`src/rtl/cu_pkg.sv`:
```
// Shared definitions for the control_unit microsequencer: state encoding,
// opcode and branch-condition codes, the registered strobe bundle, and
// small decode helpers used by both the sequencer and the output decoder.
package cu_pkg;

  typedef enum logic [3:0] {
    ST_INIT,
    ST_FETCH1,
    ST_FETCH2,
    ST_DECODE,
    ST_EXEC,
    ST_WB,
    ST_MEMADDR,
    ST_MEM,
    ST_BR,
    ST_STK,
    ST_HALT,
    ST_ERR,
    ST_PAUSE
  } state_e;

  localparam logic [3:0] OP_ALU_RR = 4'b0000;
  localparam logic [3:0] OP_ALU_RI = 4'b0001;
  localparam logic [3:0] OP_LOAD   = 4'b0010;
  localparam logic [3:0] OP_STORE  = 4'b0011;
  localparam logic [3:0] OP_BRANCH = 4'b0100;
  localparam logic [3:0] OP_STACK  = 4'b0101;
  localparam logic [3:0] OP_HALT   = 4'b1111;

  localparam logic [1:0] BR_ALWAYS = 2'b00;
  localparam logic [1:0] BR_ZERO   = 2'b01;
  localparam logic [1:0] BR_NZERO  = 2'b10;
  localparam logic [1:0] BR_NEVER  = 2'b11;

  // *_rdy fields are armed for the whole wait state and only reach the
  // datapath in the cycle mem_ready is high.
  typedef struct packed {
    logic       ld_mar;
    logic       ld_ir_rdy;
    logic       ld_pc;
    logic       ld_sp;
    logic       ld_sp_rdy;
    logic       ld_reg;
    logic       ld_alureg;
    logic       t_pc;
    logic       t_sp;
    logic       t_reg;
    logic       t_label;
    logic       alu_on;
    logic       mm;
    logic [2:0] fn_select;
    logic       inc_pc_rdy;
    logic       mem_rd;
    logic       mem_wr;
    logic       halted;
    logic       bus_err;
  } strobes_t;

  // Branch condition evaluation on the ALU zero flag.
  function automatic logic br_taken(input logic [1:0] cond, input logic zero);
    logic taken;
    taken = 1'b0;
    case (cond)
      BR_ALWAYS: taken = 1'b1;
      BR_ZERO:   taken = zero;
      BR_NZERO:  taken = !zero;
      BR_NEVER:  taken = 1'b0;
    endcase
    return taken;
  endfunction

  // STORE and PUSH write memory; LOAD and POP read it.
  function automatic logic mem_is_write(input logic [3:0] op, input logic [1:0] sub);
    return (op == OP_STORE) || ((op == OP_STACK) && !sub[0]);
  endfunction

endpackage

```
`src/rtl/cu_outdec.sv`:
```
// Pure combinational decode from a sequencer state plus IR fields to the
// datapath strobe bundle. Fed with the next state so the registered copy is
// valid in the cycle the state is entered.
// Ports: state (state being entered), ir_1/ir_2/funct (IR fields),
//        zero (ALU flag), strobes_c (decoded strobes, combinational).
module cu_outdec
  import cu_pkg::*;
(
  input  state_e     state,
  input  logic [3:0] ir_1,
  input  logic [1:0] ir_2,
  input  logic [2:0] funct,
  input  logic       zero,
  output strobes_t   strobes_c
);

  always_comb begin
    strobes_c = '0;
    case (state)
      ST_INIT:    strobes_c.ld_sp = 1'b1;
      ST_FETCH1: begin
        strobes_c.t_pc   = 1'b1;
        strobes_c.ld_mar = 1'b1;
      end
      ST_FETCH2: begin
        strobes_c.mem_rd     = 1'b1;
        strobes_c.ld_ir_rdy  = 1'b1;
        strobes_c.inc_pc_rdy = 1'b1;
      end
      ST_EXEC: begin
        strobes_c.alu_on    = 1'b1;
        strobes_c.fn_select = funct;
        strobes_c.ld_alureg = 1'b1;
        strobes_c.mm        = (ir_1 == OP_ALU_RI);
      end
      ST_WB:      strobes_c.ld_reg = 1'b1;
      ST_MEMADDR: begin
        strobes_c.t_reg  = 1'b1;
        strobes_c.ld_mar = 1'b1;
      end
      ST_MEM: begin
        if (mem_is_write(ir_1, ir_2)) begin
          strobes_c.mem_wr = 1'b1;
          strobes_c.t_reg  = 1'b1;
        end else begin
          strobes_c.mem_rd = 1'b1;
        end
        strobes_c.ld_sp_rdy = (ir_1 == OP_STACK);
      end
      ST_BR: begin
        if (br_taken(ir_2, zero)) begin
          strobes_c.t_label = 1'b1;
          strobes_c.ld_pc   = 1'b1;
        end
      end
      ST_STK: begin
        strobes_c.t_sp   = 1'b1;
        strobes_c.ld_mar = 1'b1;
      end
      ST_HALT:    strobes_c.halted  = 1'b1;
      ST_ERR:     strobes_c.bus_err = 1'b1;
      default:    strobes_c = '0;
    endcase
  end

endmodule

```
`src/rtl/control_unit.sv`:
```
// Multi-cycle microsequencer driving the datapath control strobes.
// Optional build macro SINGLE_STEP_EN adds a step input and a PAUSE state
// that every return to FETCH1 passes through.
// Ports: clk, rst_n (async active-low); ir_1/ir_2/funct IR fields; zero flag;
//        mem_ready handshake; register loads, tristate enables, ALU controls,
//        mem_rd/mem_wr requests, sticky halted/bus_err.
module control_unit
  import cu_pkg::*;
#(
  parameter int unsigned MEM_WAIT_MAX  = 15,
  parameter int unsigned RESET_SP_LOAD = 1
) (
  input  logic       clk,
  input  logic       rst_n,
`ifdef SINGLE_STEP_EN
  input  logic       step,
`endif
  input  logic [3:0] ir_1,
  input  logic [1:0] ir_2,
  input  logic [2:0] funct,
  input  logic       zero,
  input  logic       mem_ready,
  output logic       ldMAR,
  output logic       ldIR,
  output logic       ldPC,
  output logic       ldSP,
  output logic       ldReg,
  output logic       ldALUreg,
  output logic       Tpc,
  output logic       Tsp,
  output logic       Treg,
  output logic       Tlabel,
  output logic       ALUon,
  output logic       mm,
  output logic [2:0] fnSelect,
  output logic       incPC,
  output logic       mem_rd,
  output logic       mem_wr,
  output logic       halted,
  output logic       bus_err
);

  localparam int unsigned WAIT_W = 4;
  localparam logic [WAIT_W-1:0] WAIT_LAST = WAIT_W'(MEM_WAIT_MAX - 1);
`ifdef SINGLE_STEP_EN
  localparam state_e FETCH_ENTRY = ST_PAUSE;
`else
  localparam state_e FETCH_ENTRY = ST_FETCH1;
`endif

  state_e            state_q, state_d;
  logic [WAIT_W-1:0] wait_cnt_q, wait_cnt_d;
  logic              boot_q;
  strobes_t          strobes_d, strobes_q;

  // Next-state and wait-counter logic.
  always_comb begin
    state_d    = state_q;
    wait_cnt_d = '0;
    if (boot_q) begin
      // First edge after reset enters INIT (stack-pointer load) or FETCH1.
      state_d = (RESET_SP_LOAD != 0) ? ST_INIT : FETCH_ENTRY;
    end else begin
      case (state_q)
        ST_INIT:    state_d = FETCH_ENTRY;
        ST_FETCH1:  state_d = ST_FETCH2;
        ST_FETCH2:  if (mem_ready) state_d = ST_DECODE;
        ST_DECODE: begin
          case (ir_1)
            OP_ALU_RR, OP_ALU_RI: state_d = ST_EXEC;
            OP_LOAD, OP_STORE:    state_d = ST_MEMADDR;
            OP_BRANCH:            state_d = ST_BR;
            OP_STACK:             state_d = ST_STK;
            OP_HALT:              state_d = ST_HALT;
            default:              state_d = ST_ERR;
          endcase
        end
        ST_EXEC:    state_d = ST_WB;
        ST_WB:      state_d = FETCH_ENTRY;
        ST_MEMADDR: state_d = ST_MEM;
        ST_MEM: begin
          if (mem_ready) state_d = mem_is_write(ir_1, ir_2) ? FETCH_ENTRY : ST_WB;
        end
        ST_BR:      state_d = FETCH_ENTRY;
        ST_STK:     state_d = ST_MEM;
        ST_HALT, ST_ERR: state_d = state_q;
`ifdef SINGLE_STEP_EN
        ST_PAUSE:   if (step) state_d = ST_FETCH1;
`endif
        default:    state_d = ST_ERR;
      endcase

      // Memory wait timeout shared by instruction fetch and data access.
      if ((state_q == ST_FETCH2 || state_q == ST_MEM) && !mem_ready) begin
        if (wait_cnt_q == WAIT_LAST) state_d = ST_ERR;
        else                         wait_cnt_d = wait_cnt_q + WAIT_W'(1);
      end
    end
  end

  cu_outdec u_outdec (
    .state     (state_d),
    .ir_1      (ir_1),
    .ir_2      (ir_2),
    .funct     (funct),
    .zero      (zero),
    .strobes_c (strobes_d)
  );

  // State, counter and strobe registers.
  always_ff @(posedge clk or negedge rst_n) begin
    if (!rst_n) begin
      state_q    <= ST_FETCH1;
      wait_cnt_q <= '0;
      boot_q     <= 1'b1;
      strobes_q  <= '0;
    end else begin
      state_q    <= state_d;
      wait_cnt_q <= wait_cnt_d;
      boot_q     <= 1'b0;
      strobes_q  <= strobes_d;
    end
  end

  // Completion strobes are armed by the wait state and qualified by mem_ready.
  assign ldMAR    = strobes_q.ld_mar;
  assign ldIR     = strobes_q.ld_ir_rdy & mem_ready;
  assign ldPC     = strobes_q.ld_pc;
  assign ldSP     = strobes_q.ld_sp | (strobes_q.ld_sp_rdy & mem_ready);
  assign ldReg    = strobes_q.ld_reg;
  assign ldALUreg = strobes_q.ld_alureg;
  assign Tpc      = strobes_q.t_pc;
  assign Tsp      = strobes_q.t_sp;
  assign Treg     = strobes_q.t_reg;
  assign Tlabel   = strobes_q.t_label;
  assign ALUon    = strobes_q.alu_on;
  assign mm       = strobes_q.mm;
  assign fnSelect = strobes_q.fn_select;
  assign incPC    = strobes_q.inc_pc_rdy & mem_ready;
  assign mem_rd   = strobes_q.mem_rd;
  assign mem_wr   = strobes_q.mem_wr;
  assign halted   = strobes_q.halted;
  assign bus_err  = strobes_q.bus_err;

endmodule

```
`config.mk`:
```
export PLATFORM = sky130hd
export DESIGN_NAME = control_unit
export DESIGN_NICKNAME = d
export VERILOG_FILES = /design/src/rtl/cu_pkg.sv /design/src/rtl/cu_outdec.sv /design/src/rtl/control_unit.sv
export SDC_FILE = /design/constraint.sdc
export NUM_CORES = 1
export LEC_CHECK = 0
export ABC_AREA = 1
export CORE_ASPECT_RATIO = 0.6
export CORE_MARGIN = 3
export CORE_UTILIZATION = 40
export CTS_BUF_LIST = sky130_fd_sc_hd__clkbuf_8
export DETAILED_ROUTE_END_ITERATION = 8
export DONT_BUFFER_PORTS = 1
export GPL_TIMING_DRIVEN = 0
export PLACE_DENSITY_LB_ADDON = 0.08
export REMOVE_ABC_BUFFERS = 1
export SLEW_MARGIN = 10
export SYNTH_ARGS = -nofsm -noshare
export SYNTH_HDL_FRONTEND = slang
export SYNTH_SLANG_ARGS = --single-unit
```
`constraint.sdc`:
```
create_clock -name clk -period 4 [get_ports clk]
set_clock_uncertainty 0.2 [all_clocks]
set_input_delay 1.2 -clock clk [delete_from_list [all_inputs] [get_ports clk]]
set_output_delay 1.2 -clock clk [all_outputs]
set_load 0.02 [all_outputs]
```
==> results of run 1 <==
-- per-stage QoR --
stage	utilization	instance area, um2	setup WS, ns	std cells	hold slack, ns
6_report	0.465	1430	1.11	204	0.232
5_1_grt	0.465	1430	1.07	204	0.247
4_1_cts	0.465	1430	1.11	204	0.239
3_5_place_dp	0.450	1380	1.11	200	0.225
3_3_place_gp	0.450	1380	1.11	200	0.223
2_1_floorplan	-	1330	1.12	158	0.202
-- cells in the mapped netlist --
| cell type | number |
|---|---|
| a21o_1 | 1 |
| a21oi_1 | 1 |
| a21oi_2 | 1 |
| and3_2 | 1 |
| buf_4 | 6 |
| clkbuf_1 | 1 |
| conb_1 | 1 |
| dfrtp_1 | 25 |
| dfstp_2 | 2 |
| ha_1 | 2 |
| inv_1 | 25 |
| inv_2 | 2 |
| mux2i_1 | 1 |
| nand2_1 | 32 |
| nand2_2 | 3 |
| nand2_4 | 1 |
| nand3_1 | 14 |
| nand3_2 | 1 |
| nand3_4 | 2 |
| nand3b_1 | 3 |
| nand4_1 | 3 |
| nor2_1 | 24 |
| nor2_2 | 5 |
| nor2_4 | 1 |
| nor3_1 | 2 |
| nor3b_1 | 1 |
| o21ai_0 | 2 |
| xnor2_1 | 1 |
| xor2_1 | 1 |
-- cell type report --
| cell class | count | area share |
|---|---|---|
| Tap cell | 42 | 0.0367 |
| Clock buffer | 3 | 0.0288 |
| Clock inverter | 1 | 0.00524 |
| Multi-Input combinational cell | 104 | 0.385 |
| Inverter | 27 | 0.0707 |
| Sequential cell | 27 | 0.473 |
-- logic make-up after synthesis --
family / share of synthesized area
DFF: 0.491
muxes: 0.00725
and+or+nand+nor: 0.336
AOI/OAI and AO/OA: 0.0227
xor gates and xnor gates: 0.0127
other: 0.00272
adders and majority gates: 0.0181
buffers and inverters: 0.109
-- cell usage in the layout, fill, tap and decap left out, drive strengths merged --
| cell type | instances |
|---|---|
| dfstp | 2 |
| ha | 2 |
| xor2 | 1 |
| nand3b | 3 |
| xnor2 | 1 |
| nor3 | 2 |
| nor2 | 30 |
| conb | 1 |
| a21o | 1 |
| nand3 | 17 |
| nor3b | 1 |
| o21ai | 2 |
| a21oi | 2 |
| mux2i | 1 |
| clkinvlp | 1 |
| inv | 27 |
| and3 | 1 |
| nand4 | 3 |
| nand2 | 36 |
| clkbuf | 3 |
| dfrtp | 25 |
-- worst paths after layout --
| kind | end | slack, ns | depth (start not counted) |
|---|---|---|---|
| min in group asynchronous | strobes_q[4] | 0.41 | 0 |
| setup reg to reg | ldReg | 2.12 | 9 |
| hold / removal | strobes_q[17] | 0.23 | 0 |
| hold reg to reg | strobes_q[17] | 0.23 | 0 |
| setup / recovery | ldIR | 1.11 | 2 |
| max in group asynchronous | state_q[0] | 3.02 | 0 |
-- per-layer routing --
metal / vias to the layer above / wire length (um) / global-route usage / part of all wire
met5: - / 0 / 0 / 0
met4: 0 / 27 / 0.0359 / 0.010
met3: 5 / 311 / 0.0588 / 0.12
met2: 40 / 1060 / 0.184 / 0.39
met1: 436 / 1290 / 0.224 / 0.48
li1: 495 / - / - / -
-- flip-flops by register name (all words and copies together) (netlist names) --
signal and count:
state_q 4, wait_cnt_q 4, fnSelect 3, strobes_q 3, ALUon 1, Tlabel 1, Tpc 1, Treg 1
Tsp 1, boot_q 1, bus_err 1, halted 1, ldMAR 1, ldReg 1, mem_rd 1, mem_wr 1
mm 1
-- power groups by stage --
stage	clock network, mW	registers, mW	logic [mW]
after detailed placement	0	0.319	0.105
final	0.155	0.313	0.106
after CTS	0.163	0.313	0.106
after global routing	0.176	0.316	0.119
after floorplan	0	0.315	0.0868
after global placement	0	0.318	0.104
==> impl_metrics.env, run 1 <==
export IMPL_clockBufferDepth=2
export IMPL_routed_via_density=4.78
export IMPL_yosys_top_cells_area="dfrtp_1 (45%), nand2_1 (8.7%), inv_1 (6.8%), nor2_1 (6.5%), nand3_1 (5.1%)"
export IMPL_synth_yosys_seq_area_share=0.491
export IMPL_antenna_found_initial=0
export IMPL_die_x_um=81.8
export IMPL_cts_sinks=27
export IMPL_dr_total_vias=976
export IMPL_grt_usage=0.145
export IMPL_crit_chain="nand2_1 -> inv_1"
export IMPL_seq_area_um2=678
export IMPL_drive_above_1_share=0.142
export IMPL_end_kind="output port"
export IMPL_synth_cell_type_count=29
export IMPL_postCtsSetupBuffers=0
export IMPL_rows=15
export IMPL_max_stage_delay_ns=0.26
export IMPL_fin_nets=178
export IMPL_clockRootBuffer="clkbuf_8"
export IMPL_internal_power_uw=393
export IMPL_fp_dieArea_um2=4210
export IMPL_grt_pass1_vias=937
export IMPL_yosysWarnings=0
export IMPL_hp_start="boot_q"
export IMPL_ctsHoldBuffers=0
export IMPL_grt_max_degree=28
export IMPL_clock_fmax_mhz=346
export IMPL_dr_pass1_iters=4
export IMPL_startpoint_type="input port"
export IMPL_clock_latency_ns=0.27
export IMPL_setup_viol=0
export IMPL_ys_ff_latch=27
export IMPL_seqPwrFrac=0.545
export IMPL_worstPathArrival_ns=1.49
export IMPL_hp_class="register to register"
export IMPL_antenna_cells=0
export IMPL_ctsHtreeMaxLevel=1
export IMPL_finalHoldViolCount=0
export IMPL_grt_pass1_wl_um=4490
export IMPL_swShare=0.316
export IMPL_synth_top_cell_area_share=0.453
export IMPL_grt_overflow=0
export IMPL_dieHeight_um=51.5
export IMPL_combPwrFrac=0.184
export IMPL_area_growth_pct=3.81
export IMPL_portBuffers=0
export IMPL_cts_tree="built"
export IMPL_cts_resized=0
export IMPL_crit_slowest_cell="inv_1"
export IMPL_start_util=0.448
export IMPL_setup_tns_final_ns=0
export IMPL_route_detailed_drc=0
export IMPL_place_hpwl_um=2160
export IMPL_drt_iter0_markers=92
export IMPL_gp_congestion=0.886
export IMPL_fillers=299
export IMPL_synth_area_per_cell_um2=8.36
export IMPL_r2r_start="state_q[0]"
export IMPL_pin_count=33
export IMPL_power_density_nw_per_um2=401
export IMPL_p_switching_uw=181
export IMPL_path_clk_slew_ns=0.09
export IMPL_synth_cells=165
export IMPL_drt_wl_total_um=2700
export IMPL_yosysTopAreaCell="dfrtp_1"
export IMPL_drtAntennaViolNets=0
export IMPL_crit_family="buffers and inverters"
export IMPL_irDropWorstVdd_mv=0.144
export IMPL_multiInputGateArea_um2=552
export IMPL_period_share=0.723
export IMPL_cts_made_buffers=3
export IMPL_cp_required_ns=2.60
export IMPL_p_clk_frac=0.271
export IMPL_leakage_nw=0.789
export IMPL_synth_cell_area_um2=1380
export IMPL_path_buf_inv=1
export IMPL_wl_per_cell_um=13.2
export IMPL_coreArea_um2=3080
export IMPL_finalPower_uw=574
export IMPL_period_minus_slack_ns=2.89
export IMPL_path_max_fanout=4
export IMPL_status="finished, final reports clean"
export IMPL_crit_start="mem_ready"
export IMPL_rsz0062_at_grt="no"
export IMPL_critPathKind="input port to output port"
export IMPL_maxCapViolCount=0
export IMPL_slew_violations=0
Note: power is estimated with default switching activity, not from simulation.
==> run 2, diff against run 1 <==
==> constraint.sdc (replaced) <==
create_clock -name clk -period 2.5 [get_ports clk]
set_clock_uncertainty 0.2 [all_clocks]
set_input_delay 0.75 -clock clk [delete_from_list [all_inputs] [get_ports clk]]
set_output_delay 0.75 -clock clk [all_outputs]
set_load 0.02 [all_outputs]
==> impl_metrics.env, run 2 (same netlist as run 1, synthesis figures left out) <==
export IMPL_critPathKind="input port to output port"
export IMPL_antenna_found_initial=0
export IMPL_wl_per_cell_um=13.4
export IMPL_end_kind="output port"
export IMPL_max_stage_delay_ns=0.26
export IMPL_grt_usage=0.146
export IMPL_rows=15
export IMPL_postCtsSetupBuffers=0
export IMPL_area_growth_pct=4.17
export IMPL_start_util=0.448
export IMPL_path_max_fanout=4
export IMPL_irDropWorstVdd_mv=0.236
export IMPL_dr_pass1_iters=4
export IMPL_die_x_um=81.8
export IMPL_cts_made_buffers=3
export IMPL_fin_util=0.467
export IMPL_power_density_nw_per_um2=648
export IMPL_clock_latency_ns=0.28
export IMPL_drt_iter0_markers=79
export IMPL_path_clk_slew_ns=0.09
export IMPL_place_ws_ns=0.350
export IMPL_fin_nets=179
export IMPL_startpoint_type="input port"
export IMPL_drive_above_1_share=0.147
export IMPL_setup_tns_final_ns=0
export IMPL_gp_congestion=0.886
export IMPL_layout_common_cells="nand2_1 (32), dfrtp_1 (25), inv_1 (25)"
export IMPL_period_share=0.797
export IMPL_worstPathArrival_ns=1.04
export IMPL_antenna_cells=0
export IMPL_status="finished, final reports clean"
export IMPL_leakage_nw=0.793
export IMPL_cts_tree="built"
export IMPL_maxCapViolCount=0
export IMPL_tightest_slew_ns=0.536
export IMPL_grt_max_degree=26
export IMPL_clockRootBuffer="clkbuf_8"
export IMPL_cp_required_ns=1.55
export IMPL_crit_chain="nand2_1 -> inv_1"
export IMPL_r2r_end="ldReg"
export IMPL_mostFrequentLayoutCell="nand2_1"
export IMPL_fp_dieArea_um2=4210
export IMPL_coreArea_um2=3080
export IMPL_drtAntennaViolNets=0
export IMPL_grt_overflow=0
export IMPL_slew_headroom=0.643
export IMPL_rr_worst_depth=9
export IMPL_drt_wl_total_um=2750
export IMPL_grt_pass1_vias=951
export IMPL_fin_ws_ns=0.508
export IMPL_finalHoldViolCount=0
export IMPL_clockBufferDepth=2
export IMPL_dr_total_vias=988
export IMPL_crit_family="buffers and inverters"
export IMPL_r2r_start="state_q[0]"
export IMPL_place_hpwl_um=2160
export IMPL_cts_sinks=27
export IMPL_top_regs="state_q: 4 flops, wait_cnt_q: 4 flops"
export IMPL_pin_count=33
export IMPL_r2r_slack_ns=0.61
export IMPL_clock_fmax_mhz=502
export IMPL_portBuffers=0
export IMPL_setup_viol=0
export IMPL_ctsHtreeMaxLevel=1
export IMPL_path_buf_inv=1
export IMPL_period_minus_slack_ns=1.99
export IMPL_crit_slowest_cell="inv_1"
export IMPL_routed_via_density=4.82
export IMPL_route_detailed_drc=0
export IMPL_rsz0062_at_grt="no"
export IMPL_slew_violations=0
export IMPL_hp_class="input port to asynchronous set/reset pin"
export IMPL_dieHeight_um=51.5
export IMPL_grt_pass1_wl_um=4550
==> run 2: cell type report <==
class / instances / area (um2)
fillers: 300 / 1640
well taps: 42 / 52.6
clock buffers: 3 / 41.3
multi-input cells: 104 / 552
flip-flops and latches: 27 / 678
repair buffers: 1 / 5.00
inverters: 27 / 101
clock inverters: 1 / 7.51
==> run 2: stage by stage <==
stage                     area (um2)  hold WS, ns  instances  total power, mW
after floorplan                 1330        0.202        158            0.643
after global placement          1380        0.223        200            0.675
after detailed placement        1380        0.225        200            0.677
after CTS                       1440       0.0956        205            0.940
after global routing            1440       0.0778        205            0.988
final                           1440        0.101        205            0.932
==> run 2: worst max path at each step <==
stage	start	to	slack [ns]	cells after the start
CTS	rst_n	mm	0.44	1
detailed placement	ir_1[2]	mem_rd	0.35	9
global route	state_q[0]	mem_rd	0.46	10
global placement	ir_1[1]	Treg	0.38	10
finish	mem_ready	ldIR	0.51	2
floorplan	mem_ready	incPC	0.52	2
==> run 2: timing repair <==
item	4_1_cts	5_1_grt
endpoints found under the hold margin	25	0
hold buffers	1	0
gates resized for setup	0	0
==> run 2: report_power, final <==
part,internal [mW],switching (mW),total [mW]
clock,0.113,0.141,0.254
sequential,0.466,0.0349,0.501
combinational,0.0498,0.128,0.177
==> run 2: layer usage <==
| layer | part of all wire | global-route usage |
|---|---|---|
| met3 | 0.11 | 0.0571 |
| met2 | 0.39 | 0.186 |
| met1 | 0.49 | 0.226 |
| met4 | 0.0098 | 0.0359 |
| met5 | 0 | 0 |
